$ cat src/rtl/cop_spi_master_pkg.sv
// rtl/cop_spi_master_pkg.sv - shared device select codes, widths and FSM state type for the coprocessor SPI master
package cop_spi_master_pkg;

   localparam int COP_DEV_W  = 3;
   localparam int COP_BYTE_W = 8;

   localparam logic [COP_DEV_W-1:0] DEV_SELECT_NONE   = 3'd0;
   localparam logic [COP_DEV_W-1:0] DEV_SELECT_LOGIC  = 3'd1;
   localparam logic [COP_DEV_W-1:0] DEV_SELECT_SDCARD = 3'd2;
   localparam logic [COP_DEV_W-1:0] DEV_SELECT_USB    = 3'd3;
   localparam logic [COP_DEV_W-1:0] DEV_SELECT_FPGA   = 3'd4;
   localparam logic [COP_DEV_W-1:0] DEV_SELECT_FLASH  = 3'd5;

   typedef enum logic [2:0] {
      ST_IDLE,
      ST_SWITCH,
      ST_SETUP,
      ST_SHIFT_LO,
      ST_SHIFT_HI,
      ST_GAP,
      ST_RELEASE
   } spi_state_t;

endpackage

$ cat src/rtl/spi_phase_timer.sv
// rtl/spi_phase_timer.sv - D-cycle phase down-counter; ticks in the last cycle of a phase
module spi_phase_timer #(
   parameter int D = 4
) (
   input  logic i_clk,
   input  logic i_rst,
   input  logic i_restart,
   output logic o_tick
);
   localparam logic [7:0] RELOAD = 8'(D - 1);

   logic [7:0] r_cnt;

   always_ff @(posedge i_clk or posedge i_rst) begin
      if (i_rst) begin
         r_cnt <= 8'd0;
      end else if (i_restart) begin
         r_cnt <= RELOAD;
      end else if (r_cnt != 8'd0) begin
         r_cnt <= r_cnt - 8'd1;
      end
   end

   assign o_tick = (r_cnt == 8'd0);

endmodule

$ cat src/rtl/cop_spi_master.sv
// rtl/cop_spi_master.sv - coprocessor-side mode-0 SPI master with per-device select framing
// Byte requests arrive on a valid/ready handshake; select may be held across back-to-back bytes.
module cop_spi_master
   import cop_spi_master_pkg::*;
#(
   parameter int CLK_DIV          = 4,
   parameter int DEV_SELECT_WIDTH = COP_DEV_W,
   parameter int BYTE_WIDTH       = COP_BYTE_W
) (
   input  logic                        i_clk,
   input  logic                        i_reset,
   input  logic [BYTE_WIDTH-1:0]       i_tx_data,
   input  logic [DEV_SELECT_WIDTH-1:0] i_tx_dev,
   input  logic                        i_tx_hold,
   input  logic                        i_tx_valid,
   output logic                        o_tx_ready,
   output logic [BYTE_WIDTH-1:0]       o_rx_data,
   output logic                        o_rx_valid,
   output logic                        o_busy,
   output logic [DEV_SELECT_WIDTH-1:0] o_cop_select,
   output logic                        o_cop_sck,
   output logic                        o_cop_mosi,
   input  logic                        i_cop_miso
);
   localparam logic [DEV_SELECT_WIDTH-1:0] SEL_NONE = DEV_SELECT_WIDTH'(DEV_SELECT_NONE);
   localparam logic [2:0]                  BIT_MSB  = 3'(BYTE_WIDTH - 1);

   spi_state_t                  r_state, w_state_nxt;
   logic [DEV_SELECT_WIDTH-1:0] r_sel, w_sel_nxt;
   logic [DEV_SELECT_WIDTH-1:0] r_dev, w_dev_nxt;
   logic                        r_held, w_held_nxt;
   logic                        r_hold, w_hold_nxt;
   logic [BYTE_WIDTH-1:0]       r_tx, w_tx_nxt;
   logic [2:0]                  r_bit, w_bit_nxt;
   logic                        r_sck, w_sck_nxt;
   logic                        r_mosi, w_mosi_nxt;
   logic [BYTE_WIDTH-1:0]       r_rx_shift, w_rx_shift_nxt;
   logic [BYTE_WIDTH-1:0]       r_rx_data, w_rx_data_nxt;
   logic                        r_rx_valid, w_rx_valid_nxt;
   logic                        w_tick, w_restart, w_ready, w_accept, w_sel_kept;

   spi_phase_timer #(.D(CLK_DIV)) u_timer (
      .i_clk     (i_clk),
      .i_rst     (i_reset),
      .i_restart (w_restart),
      .o_tick    (w_tick)
   );

   // Only the last GAP cycle of a held byte can take the next byte without a select gap.
   assign w_ready    = (r_state == ST_IDLE) || ((r_state == ST_GAP) && w_tick && r_hold);
   assign w_accept   = i_tx_valid && w_ready;
   assign w_sel_kept = (r_state == ST_GAP) ? r_hold : r_held;
   assign w_restart  = (w_state_nxt != r_state);

   always_comb begin
      w_state_nxt    = r_state;
      w_sel_nxt      = r_sel;
      w_dev_nxt      = r_dev;
      w_held_nxt     = r_held;
      w_hold_nxt     = r_hold;
      w_tx_nxt       = r_tx;
      w_bit_nxt      = r_bit;
      w_sck_nxt      = r_sck;
      w_mosi_nxt     = r_mosi;
      w_rx_shift_nxt = r_rx_shift;
      w_rx_data_nxt  = r_rx_data;
      w_rx_valid_nxt = 1'b0;

      if (w_accept) begin
         w_tx_nxt   = i_tx_data;
         w_dev_nxt  = i_tx_dev;
         w_hold_nxt = i_tx_hold;
         w_bit_nxt  = BIT_MSB;
         if (!w_sel_kept) begin
            w_state_nxt = ST_SETUP;
            w_sel_nxt   = i_tx_dev;
         end else if (i_tx_dev == r_sel) begin
            w_state_nxt = ST_SHIFT_LO;
         end else begin
            w_state_nxt = ST_SWITCH;
            w_sel_nxt   = SEL_NONE;
         end
      end else begin
         unique case (r_state)
            ST_IDLE: ;
            ST_SWITCH: if (w_tick) begin
               w_state_nxt = ST_SETUP;
               w_sel_nxt   = r_dev;
            end
            ST_SETUP: if (w_tick) begin
               w_state_nxt = ST_SHIFT_LO;
            end
            ST_SHIFT_LO: if (w_tick) begin
               w_state_nxt    = ST_SHIFT_HI;
               w_sck_nxt      = 1'b1;
               w_rx_shift_nxt = {r_rx_shift[BYTE_WIDTH-2:0], i_cop_miso};
            end
            ST_SHIFT_HI: if (w_tick) begin
               w_sck_nxt = 1'b0;
               if (r_bit == 3'd0) begin
                  w_state_nxt    = ST_GAP;
                  w_rx_data_nxt  = r_rx_shift;
                  w_rx_valid_nxt = 1'b1;
               end else begin
                  w_state_nxt = ST_SHIFT_LO;
                  w_bit_nxt   = r_bit - 3'd1;
               end
            end
            ST_GAP: if (w_tick) begin
               if (r_hold) begin
                  w_state_nxt = ST_IDLE;
                  w_held_nxt  = 1'b1;
               end else begin
                  w_state_nxt = ST_RELEASE;
                  w_sel_nxt   = SEL_NONE;
                  w_held_nxt  = 1'b0;
               end
            end
            ST_RELEASE: if (w_tick) begin
               w_state_nxt = ST_IDLE;
            end
         endcase
      end

      if (w_state_nxt == ST_SHIFT_LO) begin
         w_mosi_nxt = w_tx_nxt[w_bit_nxt];
      end
   end

   always_ff @(posedge i_clk or posedge i_reset) begin
      if (i_reset) begin
         r_state    <= ST_IDLE;
         r_sel      <= SEL_NONE;
         r_dev      <= SEL_NONE;
         r_held     <= 1'b0;
         r_hold     <= 1'b0;
         r_tx       <= '0;
         r_bit      <= 3'd0;
         r_sck      <= 1'b0;
         r_mosi     <= 1'b0;
         r_rx_shift <= '0;
         r_rx_data  <= '0;
         r_rx_valid <= 1'b0;
      end else begin
         r_state    <= w_state_nxt;
         r_sel      <= w_sel_nxt;
         r_dev      <= w_dev_nxt;
         r_held     <= w_held_nxt;
         r_hold     <= w_hold_nxt;
         r_tx       <= w_tx_nxt;
         r_bit      <= w_bit_nxt;
         r_sck      <= w_sck_nxt;
         r_mosi     <= w_mosi_nxt;
         r_rx_shift <= w_rx_shift_nxt;
         r_rx_data  <= w_rx_data_nxt;
         r_rx_valid <= w_rx_valid_nxt;
      end
   end

   assign o_tx_ready   = w_ready && !i_reset;
   assign o_rx_data    = r_rx_data;
   assign o_rx_valid   = r_rx_valid;
   assign o_busy       = (r_state != ST_IDLE);
   assign o_cop_select = r_sel;
   assign o_cop_sck    = r_sck;
   assign o_cop_mosi   = r_mosi;

endmodule

$ cat config.mk
export PLATFORM = sky130hd
export DESIGN_NAME = cop_spi_master
export DESIGN_NICKNAME = d
export VERILOG_FILES = /design/src/rtl/cop_spi_master_pkg.sv /design/src/rtl/spi_phase_timer.sv /design/src/rtl/cop_spi_master.sv
export SDC_FILE = /design/constraint.sdc
export NUM_CORES = 1
export LEC_CHECK = 0
export ABC_AREA = 1
export BUFFER_PORTS_ARGS = -buffer_cell sky130_fd_sc_hd__buf_2
export CORE_MARGIN = 5
export CORE_UTILIZATION = 55
export CTS_CLUSTER_DIAMETER = 40
export DETAILED_ROUTE_END_ITERATION = 8
export PLACE_DENSITY = 0.76
export SYNTH_ARGS = -nofsm -noshare
export SYNTH_HDL_FRONTEND = slang
export SYNTH_SLANG_ARGS = --single-unit
export TNS_END_PERCENT = 100
$ cat constraint.sdc
create_clock -name i_clk -period 2.15 [get_ports i_clk]
set_clock_uncertainty 0.05 [all_clocks]
set_input_delay 0.215 -clock i_clk [delete_from_list [all_inputs] [get_ports i_clk]]
set_output_delay 0.215 -clock i_clk [all_outputs]
set_load 0.01 [all_outputs]
==> flow_summary.yaml <==
worst_setup_path:
  path_buf_inv: 3
  r2r_setup_slack_ps: 130
  worstPathArrival_ps: 2160
  max_stage_delay_ps: 390
  crit_required_ps: 2290
  ff2ff_path_depth: 14
  crit_chain: "inv_2 > ha_1 > nand2_2 > nor2_8 > buf_4 > nand2_1 > o21ai_1 > nor2_2 > inv_1 > nand3_1 > nand3_1 > nand2_1 > nand2_1 > nand2_1"
  r2r_start: "u_timer.r_cnt[0]"
  cp_top_family: "simple AND/OR/NAND/NOR gates"
  critPathCaptureType: "register"
  start_kind: "register"
  worst_path_most_repeated_cell: "nand2_1"
  path_class: "reg2reg"
  rr_endpoint: "o_cop_mosi"
  path_max_fanout: 9
  cpMaxStageDelayCell: "dfrtp_1"
logic_synthesis:
  synth_cell_types: 39
  syn_avg_cell_area_sq_um: 8.67
  ys_seq_elements: 49
  synth_area_leader_cell: "dfrtp_1"
  synth_top_area_share_pct: 45.5
  synthCells: 311
  syn_area_sq_um: 2700
  ys.warnings.count: 0
  synthesis.nets: 331
  synth_area_leaders: "dfrtp_1, nand2_1, inv_1, nand3_1, o21ai_0"
  seq_area_frac_synth_pct: 45.5
die:
  core-area_sq_um: 4750
  initial_core_util_pct: 56.7
  die_h_um: 80.0
  fp.dieArea_sq_um: 6410
  rows: 25
  ios: 32
  die_x_um: 80.0
finish:
  stdcell_count: 419
  syn_to_final_growth_pct: 13.6
  final_cell_mix: "nand2_1, dfrtp_1, inv_1"
  fillers: 413
  drive_above_1_share_pct: 26.7
  fin_util_pct: 64.5
  regArea_sq_um: 1230
  diodes: 0
  fin_nets: 371
  multi_input_area_sq_um: 1220
  final_common_cell: "nand2_1"
placement:
  numPortBuffers: 31
  routabilityCongestion: 0.842
  dpl.cell_count: 408
  hpwl_mm: 3.81
clock_network:
  clockRootBuffer: "clkbuf_8"
  cts_tree: "built"
  cts.path.max_buffers: 2
  clkLatencyLatePin_ps: 300
  clk_pin_slew_ps: 90
  clock_sink_count: 49
  cts_hold_buf: 0
  cts_made_buffers: 5
  htreeDepth: 2
sta:
  worst_pin_slew_ps: 715
  setup_viol: 0
  hold_viol_final: 21
  min_period_ps: 2020
  finalMaxSlewViolations: 0
  timing.hold.ws_ps: -15.8
  period_share_pct: 93.8
  slew_headroom_pct: 52.3
  fmax_ghz: 0.496
hold_path:
  worstHoldPathType: "in2async"
power_and_ir_drop:
  finalPower_mw: 1.54
  ir_drop_v: 0.000444
  p_leak_nw: 1.59
  powerDensity_nw_per_um2: 503
routing:
  wire_per_inst_um: 12.3
  finalWirelength_mm: 5.15
  ant_nets: 0
  firstDrtPassIters: 4
  drc: 0
  vias: 2087
  detail_route.vias_per_cell: 4.98
  drt_iter0_drc: 130
grt:
  grt_max_degree: 36
  busiest_layer: "met2"
  grt_pass1_wl_mm: 9.11
  overflow: 0
  use_met1_pct: 22.7
  use_met3_pct: 3.72
  grt_use_total_pct: 18.2
  gr-usage-met2_pct: 30.5
  grt_pass1_vias: 2044
  antenna_found_initial: 0
run_status:
  outcome: "finished, violations left"
  violations: "hold timing"
job:
  drv_cap: 0
## per-layer routing
layer / vias to the layer above / routed length (um) / part of all wire (%)
met2: 46 / 2490 / 48
met4: 0 / 113 / 2.2
met5: - / 0 / 0
met1: 968 / 2300 / 45
li1: 1063 / - / -
met3: 10 / 250 / 4.9
## state kept, by name, summed over array words and instances, names as in the netlist
| name | cells |
|---|---|
| r_hold | 1 |
| r_tx | 8 |
| o_cop_mosi | 1 |
| u_timer.r_cnt | 8 |
| o_cop_select | 3 |
| r_rx_shift | 8 |
| o_rx_valid | 1 |
| r_dev | 3 |
| r_state | 3 |
| r_bit | 3 |
| o_rx_data | 8 |
| r_held | 1 |
| o_cop_sck | 1 |
## worst reg2reg max path, delay by kind of cell (launching register included)
kind | cells | cell delay (ps)
simple gates | 9 | 730
flops | 1 | 390
buf+inv | 3 | 380
compound gates | 1 | 200
fa+ha+maj | 1 | 160
## layout make-up
type | count | area share, %
Multi-Input combinational cell | 203 | 39.9
Clock inverter | 3 | 0.571
Timing Repair Buffer | 41 | 7.92
Tap cell | 67 | 2.73
Sequential cell | 49 | 40.0
Clock buffer | 5 | 2.24
Inverter | 51 | 6.61
## worst max path at each step
| stage | endpoint | startpoint | cells past startpoint |
|---|---|---|---|
| after detailed placement | o_cop_mosi | u_timer.r_cnt[0] | 16 |
| after global routing | o_cop_mosi | u_timer.r_cnt[0] | 16 |
| after CTS | o_cop_mosi | u_timer.r_cnt[0] | 15 |
| after floorplan | o_cop_select[2] | u_timer.r_cnt[0] | 11 |
| after global placement | o_cop_mosi | u_timer.r_cnt[0] | 15 |
| final | o_cop_mosi | u_timer.r_cnt[0] | 14 |
## per-stage QoR
stage               instance area [sq um]  setup TNS, ps  setup slack [ps]
finish                               3070              0               133
global route                         3070          -4.17             -4.17
CTS                                  3010              0             0.409
detailed placement                   2930              0              37.1
global placement                     2930              0               109
floorplan                            2700              0               245
## cell families after synthesis
group / Yosys count / share of synthesized area [%]
DFF: 49 / 45.5
adders and majority gates: 4 / 1.86
buffers and inverters: 59 / 9.74
and+or+nand+nor: 148 / 30.5
AOI/OAI and AO/OA: 37 / 7.75
xor gates and xnor gates: 11 / 3.57
muxes: 3 / 1.16
## report_power, final
group | switching, mW | internal (mW) | total (mW)
clock | 0.304 | 0.225 | 0.529
combinational | 0.0435 | 0.0264 | 0.0699
sequential | 0.00680 | 0.935 | 0.942
total | 0.355 | 1.19 | 1.54
## Yosys cell counts, drive strengths merged
cell type / instances
clkbuf: 1
xor2: 6
o21ai: 20
nor3: 9
a21oi: 12
buf: 7
mux2i: 2
o211ai: 1
nor4: 1
and2: 4
nor2: 24
nand2: 74
mux2: 1
inv: 49
nand3b: 4
o32ai: 2
ha: 4
dfrtp: 49
nand4: 1
xnor2: 5
nand3: 31
o22ai: 2
clkinv: 2
## repair_timing
action / 4_1_cts / 5_1_grt
buffers inserted: 0 / 3
gates resized for setup: 0 / 10
setup endpoints to repair: 0 / 10
Power figures use the tool's default switching activity.
